--- src/rtl/data_mem_block_mover.sv ---
// rtl/data_mem_block_mover.sv - single-port data memory block copy engine (read/write alternating)
module data_mem_block_mover #(
  parameter int DEPTH = 8,
  parameter int LEN_W = 4
) (
  input  logic             clk,
  input  logic             rst_n,
  input  logic             start,
  input  logic [15:0]      src_addr,
  input  logic [15:0]      dst_addr,
  input  logic [LEN_W-1:0] len,
  output logic             busy,
  output logic             done,
  output logic             err,
  output logic [LEN_W-1:0] words_done,
  output logic [15:0]      mem_access_addr,
  output logic [15:0]      mem_write_data,
  output logic             mem_write_en,
  output logic             mem_read,
  input  logic [15:0]      mem_read_data
);

  localparam logic [1:0] S_IDLE  = 2'd0;
  localparam logic [1:0] S_READ  = 2'd1;
  localparam logic [1:0] S_WRITE = 2'd2;
  localparam logic [1:0] S_DONE  = 2'd3;

  logic [1:0]       state;
  logic [15:0]      src_q;
  logic [15:0]      dst_q;
  logic [15:0]      buffer;
  logic [LEN_W-1:0] len_q;
  logic [LEN_W-1:0] wd_q;
  logic [LEN_W-1:0] wd_next;
  logic             err_q;
  logic [16:0]      src_end;
  logic [16:0]      dst_end;
  logic             out_of_range;

  // 17-bit sums so a block near the top of the 16-bit space cannot wrap into range
  assign src_end      = {1'b0, src_addr} + 17'(len);
  assign dst_end      = {1'b0, dst_addr} + 17'(len);
  assign out_of_range = (src_end > 17'(DEPTH)) || (dst_end > 17'(DEPTH));
  assign wd_next      = wd_q + LEN_W'(1);

  always_ff @(posedge clk) begin
    if (!rst_n) begin
      state  <= S_IDLE;
      src_q  <= '0;
      dst_q  <= '0;
      len_q  <= '0;
      wd_q   <= '0;
      buffer <= '0;
      err_q  <= 1'b0;
    end else begin
      case (state)
        S_IDLE: begin
          if (start) begin
            src_q <= src_addr;
            dst_q <= dst_addr;
            len_q <= len;
            wd_q  <= '0;
            err_q <= out_of_range;
            if (out_of_range || (len == '0)) state <= S_DONE;
            else                             state <= S_READ;
          end
        end
        S_READ: begin
          buffer <= mem_read_data;
          state  <= S_WRITE;
        end
        S_WRITE: begin
          wd_q  <= wd_next;
          state <= (wd_next == len_q) ? S_DONE : S_READ;
        end
        default: state <= S_IDLE;
      endcase
    end
  end

  // Strobes are qualified by rst_n so a reset asserted mid-transfer never touches memory
  always_comb begin
    mem_access_addr = '0;
    mem_write_data  = '0;
    mem_write_en    = 1'b0;
    mem_read        = 1'b0;
    case (state)
      S_READ: begin
        mem_access_addr = src_q + 16'(wd_q);
        mem_read        = rst_n;
      end
      S_WRITE: begin
        mem_access_addr = dst_q + 16'(wd_q);
        mem_write_data  = buffer;
        mem_write_en    = rst_n;
      end
      default: ;
    endcase
  end

  assign busy       = (state != S_IDLE);
  assign done       = (state == S_DONE);
  assign err        = err_q;
  assign words_done = wd_q;

endmodule

--- config.mk ---
export PLATFORM = sky130hd
export DESIGN_NAME = data_mem_block_mover
export DESIGN_NICKNAME = d
export VERILOG_FILES = /design/src/rtl/data_mem_block_mover.sv
export SDC_FILE = /design/constraint.sdc
export NUM_CORES = 1
export LEC_CHECK = 0
export ABC_AREA = 1
export CAP_MARGIN = 25
export CORE_MARGIN = 2
export CORE_UTILIZATION = 55
export CTS_CLUSTER_SIZE = 28
export DETAILED_ROUTE_END_ITERATION = 6
export GPL_TIMING_DRIVEN = 0
export PLACE_DENSITY = 0.84
export REMOVE_ABC_BUFFERS = 1
export SYNTH_ARGS = -nofsm -noshare
export SYNTH_HDL_FRONTEND = slang
export SYNTH_SLANG_ARGS = --single-unit
--- constraint.sdc ---
create_clock -name clk -period 7.46 [get_ports clk]
set_input_delay 1.865 -clock clk [delete_from_list [all_inputs] [get_ports clk]]
set_output_delay 1.865 -clock clk [all_outputs]
set_load 0.02 [all_outputs]
Yosys cells after proc, flatten, opt, wreduce, memory -nomap -nowiden
Index checks and enable logic that the tools add are counted.
{"block": "totals", "input_bits": 55, "wordCells": 37, "regBits": 59, "out_inout_bits": 41}
{"block": "op_classes", "n_mux": 10, "order_cmp": 2, "n_eq_ne": 5, "reduce_logical": 8, "addsub": 5}
{"op": "16-bit by 4-bit adder with 17-bit output", "n": 2}
{"op": "17-bit by 4-bit > comparator with 1-bit output (second input constant)", "n": 2}
{"op": "16-bit by 4-bit adder with 16-bit output", "n": 2}
{"op": "16-bit one-hot mux with 2 select lines", "n": 1}
{"op": "16-bit 2-to-1 mux", "n": 1}
{"op": "4-bit one-hot mux with 2 select lines", "n": 1}
{"op": "2-bit 2-to-1 mux", "n": 3}
{"op": "2-bit one-hot mux with 3 select lines", "n": 1}
{"op": "4-bit by 1-bit adder with 4-bit output (second input constant)", "n": 1}
{"op": "2-bit equality test (second input constant)", "n": 2}
{"op": "4-bit equality test", "n": 1}
{"op": "4-bit zero test", "n": 1}
{"op": "4-bit 2-to-1 mux", "n": 1}
{"op": "2-bit AND reduction", "n": 2}
{"op": "2-bit nonzero test", "n": 2}
{"op": "2-bit by 1-bit equality test with 1-bit output (second input constant)", "n": 1}
{"op": "2-bit zero test", "n": 1}
{"op": "1-bit logical OR", "n": 2}
{"op": "1-bit 2-to-1 mux", "n": 2}
{"op": "2-bit inequality test (second input constant)", "n": 1}

Logic depth before layout (Yosys ltp)
{"block": "depth", "ltp_word": 7, "ltp_mapped": 21, "mapped_depth_nobuf": 19}

Least setup slack after synthesis
OpenSTA, ideal clock, no wires.
{"block": "synth_timing", "kind": "reg-to-output", "startpoint": "register state[0]", "endpoint": "output mem_access_addr[12]", "t_arrival_ns": 3.135, "path_slack_ns": 2.460, "stages_incl_launch_ff": 22, "n_path_buf": 3, "required_time_ns": 5.595, "path_cell_list": "dfxtp_1 -> inv_1 -> ha_1 -> buf_6 -> buf_4 -> clkbuf_1 -> nand2_1 -> nand2_1 -> ha_1 -> inv_1 -> fa_1 -> nor2_1 -> a211oi_1 -> nor2_1 -> nand2_1 -> nor4_4 -> nand2_2 -> nor2_2 -> inv_2 -> o21ai_2 -> nand2_1 -> nor2_1"}
{"block": "synth_between", "elab_chain_cells": 2, "elab_cells_between_ends": 3, "classes_between": "eq/ne (2); mux (1)"}
{"item": "from (decl)", "line_no": "28", "text": "logic [1:0] state;"}
{"item": "from (signal assigned)", "line_no": "74", "text": "state <= (wd_next == len_q) ? S_DONE : S_READ;"}
{"item": "2-bit equality test / 2-bit by 1-bit equality test with 1-bit output (equally long branches)", "line_no": "87", "text": "case (state)"}
{"item": "16-bit one-hot mux with 2 select lines *", "line_no": "87"}
{"item": "to (decl)", "line_no": "16", "text": "output logic [15:0] mem_access_addr,"}
Mark *: on every way between the ends. The rest lies on a longest branch, timed or not.

Worst setup path in the final report
Ends and elaborated chain as after synthesis.

==> run metrics <==
mapped cell area=0.00414 sq mm; outcome=finished clean; Vias/cell=5.40; Power Dens Cells=225 mW/mm^2; Crit Path Max Fanout=25; total track usage=0.303; number of global-route vias before repair=4439; largest net degree at the start of global routing=58; I/O pin total=96; Slew Viols, Final=0; CTS Hold Buffers Added=0; cts repair resizes=0; crit path kind=register to output pin; DRT iter0 DRCs=305; Clk pin slew, worst setup/hold paths=0.07 ns; Reg2Reg Launch Point=state[0]; worst endpoint required time=5.60 ns; Setup TNS=0 ns; initial antenna violation count=0; top cells by count, synth=nand2_1 (154), nor2_1 (110), inv_1 (82); Max Fclk=155 MHz; core area=0.00725 sq mm; final WL=12.2 mm; r2r endpoint=words_done[3]; antenna fix cells=0; Tcrit/Tclk final=0.863; Starting Density=0.570; unrepaired setup endpoints after global routing=false; # rows=31; number of remaining DRC errors=0; Final Non-Filler Cells=866; register area share after synthesis=0.286; Die Y=90.7 um; Max-slew headroom=0.359; CP endpoint kind=output pin; top cells by area, synth=dfxtp_1 (29%), nand2_1 (14%), nor2_1 (10%); hold crit path type=register to register; synth unique cells=34; Period minus WS final=6.44 ns; min-delay src=src_q[14]; placed insts=850; Mean Syn Cell Area=6.12 sq um; DPL Wire Length=9.21 mm; die area=0.00823 sq mm; Chip Width=90.7 um; VDD IR max=0.000110 V; CTS tree=done; Synth area leader=dfxtp_1; IO buf count=95; Worst-Margin Slew=0.961 ns; CTS Root Cell=clkbuf_8; flop-to-flop setup slack=4.90 ns; number of flops mapped to enable cells by yosys=0; Final setup viols=0; share of cells above drive strength 1=0.0430; post-synth top area share=0.286; leakage power=2.56 nW; Area growth syn-to-layout=29.2%; Post-synth ARST share=0; Worst Reg2Reg Path Length in Cells=7; # clock sinks=59; DR vias=4673; # Max-Cap Violations=0; Bufs on Longest Clock Path=2; Mapped Cells=676; final hold violation count=0; Routed Antenna Nets=0; Worst Path Arrival=4.57 ns; H-tree depth=3; WL per Instance=14.1 um; routability cong.=0.951; Worst-Skew Late Latency=0.34 ns; total grt overflow=0; drt first pass iters=5; Ys Warns=0; CP startpoint kind=register; global-route wire length before repair=20.5 mm; Post-CTS Setup Bufs=0; Synth Flop Type=dfxtp_1; crit path from=state[0]; top-count cell post-synth=nand2_1; Yosys reg bits=59; skew final=0.00647 ns; Final nets=838; hold path cells=2; CTS buffer count=9; hold worst-path end=src_q[14]
## per-layer routing
layer | part of all wire | routed length [um] | GRT usage | vias up
li1 | - | - | - | 2351
met1 | 0.44 | 5350 | 0.385 | 2088
met2 | 0.47 | 5770 | 0.524 | 213
met3 | 0.074 | 908 | 0.0543 | 21
met4 | 0.017 | 212 | 0.0859 | 0
met5 | 0 | 0 | 0 | -
## cell families (layout without fill, tap and decap cells)
group / count (synthesis) / in the layout / synth area share
compound gates: 125 / 125 / 0.155
simple gates: 347 / 347 / 0.353
mux: 5 / 5 / 0.0121
fa+ha+maj: 21 / 21 / 0.0690
xor+xnor: 11 / 11 / 0.0233
buf+inv: 108 / 199 / 0.101
flops: 59 / 59 / 0.286
## power breakdown
| group | internal [mW] | leakage [nW] | total, mW | switching [mW] |
|---|---|---|---|---|
| clock | 0.162 | 0.0991 | 0.295 | 0.133 |
| sequential | 0.374 | 0.486 | 0.408 | 0.0340 |
| combinational | 0.192 | 1.97 | 0.502 | 0.310 |
## layout by cell type (no fill, tap or decap), types with 2 or more instances in the layout
master / n
nand3b_1: 2
xor2_1: 8
xnor2_1: 3
nor2_1: 110
nor3_1: 5
o21ai_1: 5
nand3_1: 51
clkinv_2: 3
dfxtp_1: 59
inv_2: 4
fa_1: 3
nand2_1: 154
clkdlybuf4s50_1: 94
inv_1: 82
a21oi_1: 48
or2_2: 4
or2_1: 2
mux2i_1: 5
o21ai_0: 66
nand2_2: 2
o21ai_2: 2
ha_1: 18
clkbuf_8: 10
nand4_1: 12
## metrics by stage
stage | total power, mW | hold slack (ns) | util | cell area (sq um) | setup slack (ns)
6_report | 1.20 | 0.460 | 0.737 | 5350 | 1.02
5_1_grt | 1.27 | 0.485 | 0.737 | 5350 | 0.712
4_1_cts | 1.20 | 0.464 | 0.737 | 5350 | 1.07
3_5_place_dp | 0.903 | 0.454 | 0.710 | 5150 | 1.48
3_3_place_gp | 0.872 | 0.441 | 0.705 | 5110 | 1.26
2_1_floorplan | 0.705 | 0.424 | - | 4040 | 2.31
## area by class of cell
class / count / area, sq um
inverter: 86 / 323
timing repair buffer: 97 / 988
tap: 99 / 124
fill: 587 / 1910
clock buffer: 11 / 141
sequential: 59 / 1180
clock inverter: 5 / 52.6
multi-input combinational: 509 / 2540
## worst max-delay path by stage
stage	to	slack, ns
after global routing	mem_access_addr[12]	0.71
after detailed placement	mem_access_addr[12]	1.48
after global placement	mem_access_addr[13]	1.26
after CTS	mem_access_addr[12]	1.07
final	mem_access_addr[12]	1.02
after floorplan	mem_access_addr[12]	2.31
## registers in the layout, summed over array words and instances, names as in the netlist
register / count
dst_q: 16
src_q: 16
words_done: 4
err: 1
state: 2
buffer: 16
len_q: 4
## critical path, stage by stage (launching register included)
cell	delay, ns
dfxtp_1	0.42
inv_1	0.10
ha_1	0.54
buf_8	0.31
inv_2	0.17
nand2_1	0.07
nand2_1	0.06
ha_1	0.18
inv_1	0.06
fa_1	0.39
nor2_1	0.13
a211oi_1	0.09
nor2_1	0.12
nand2_1	0.15
nor4_4	0.25
nand2_2	0.10
nor2_2	0.13
inv_2	0.07
o21ai_2	0.10
nand2_1	0.06
nor2_1	0.10
clkdlybuf4s50_1	0.61
No activity file was read; power rests on OpenSTA's default activity.
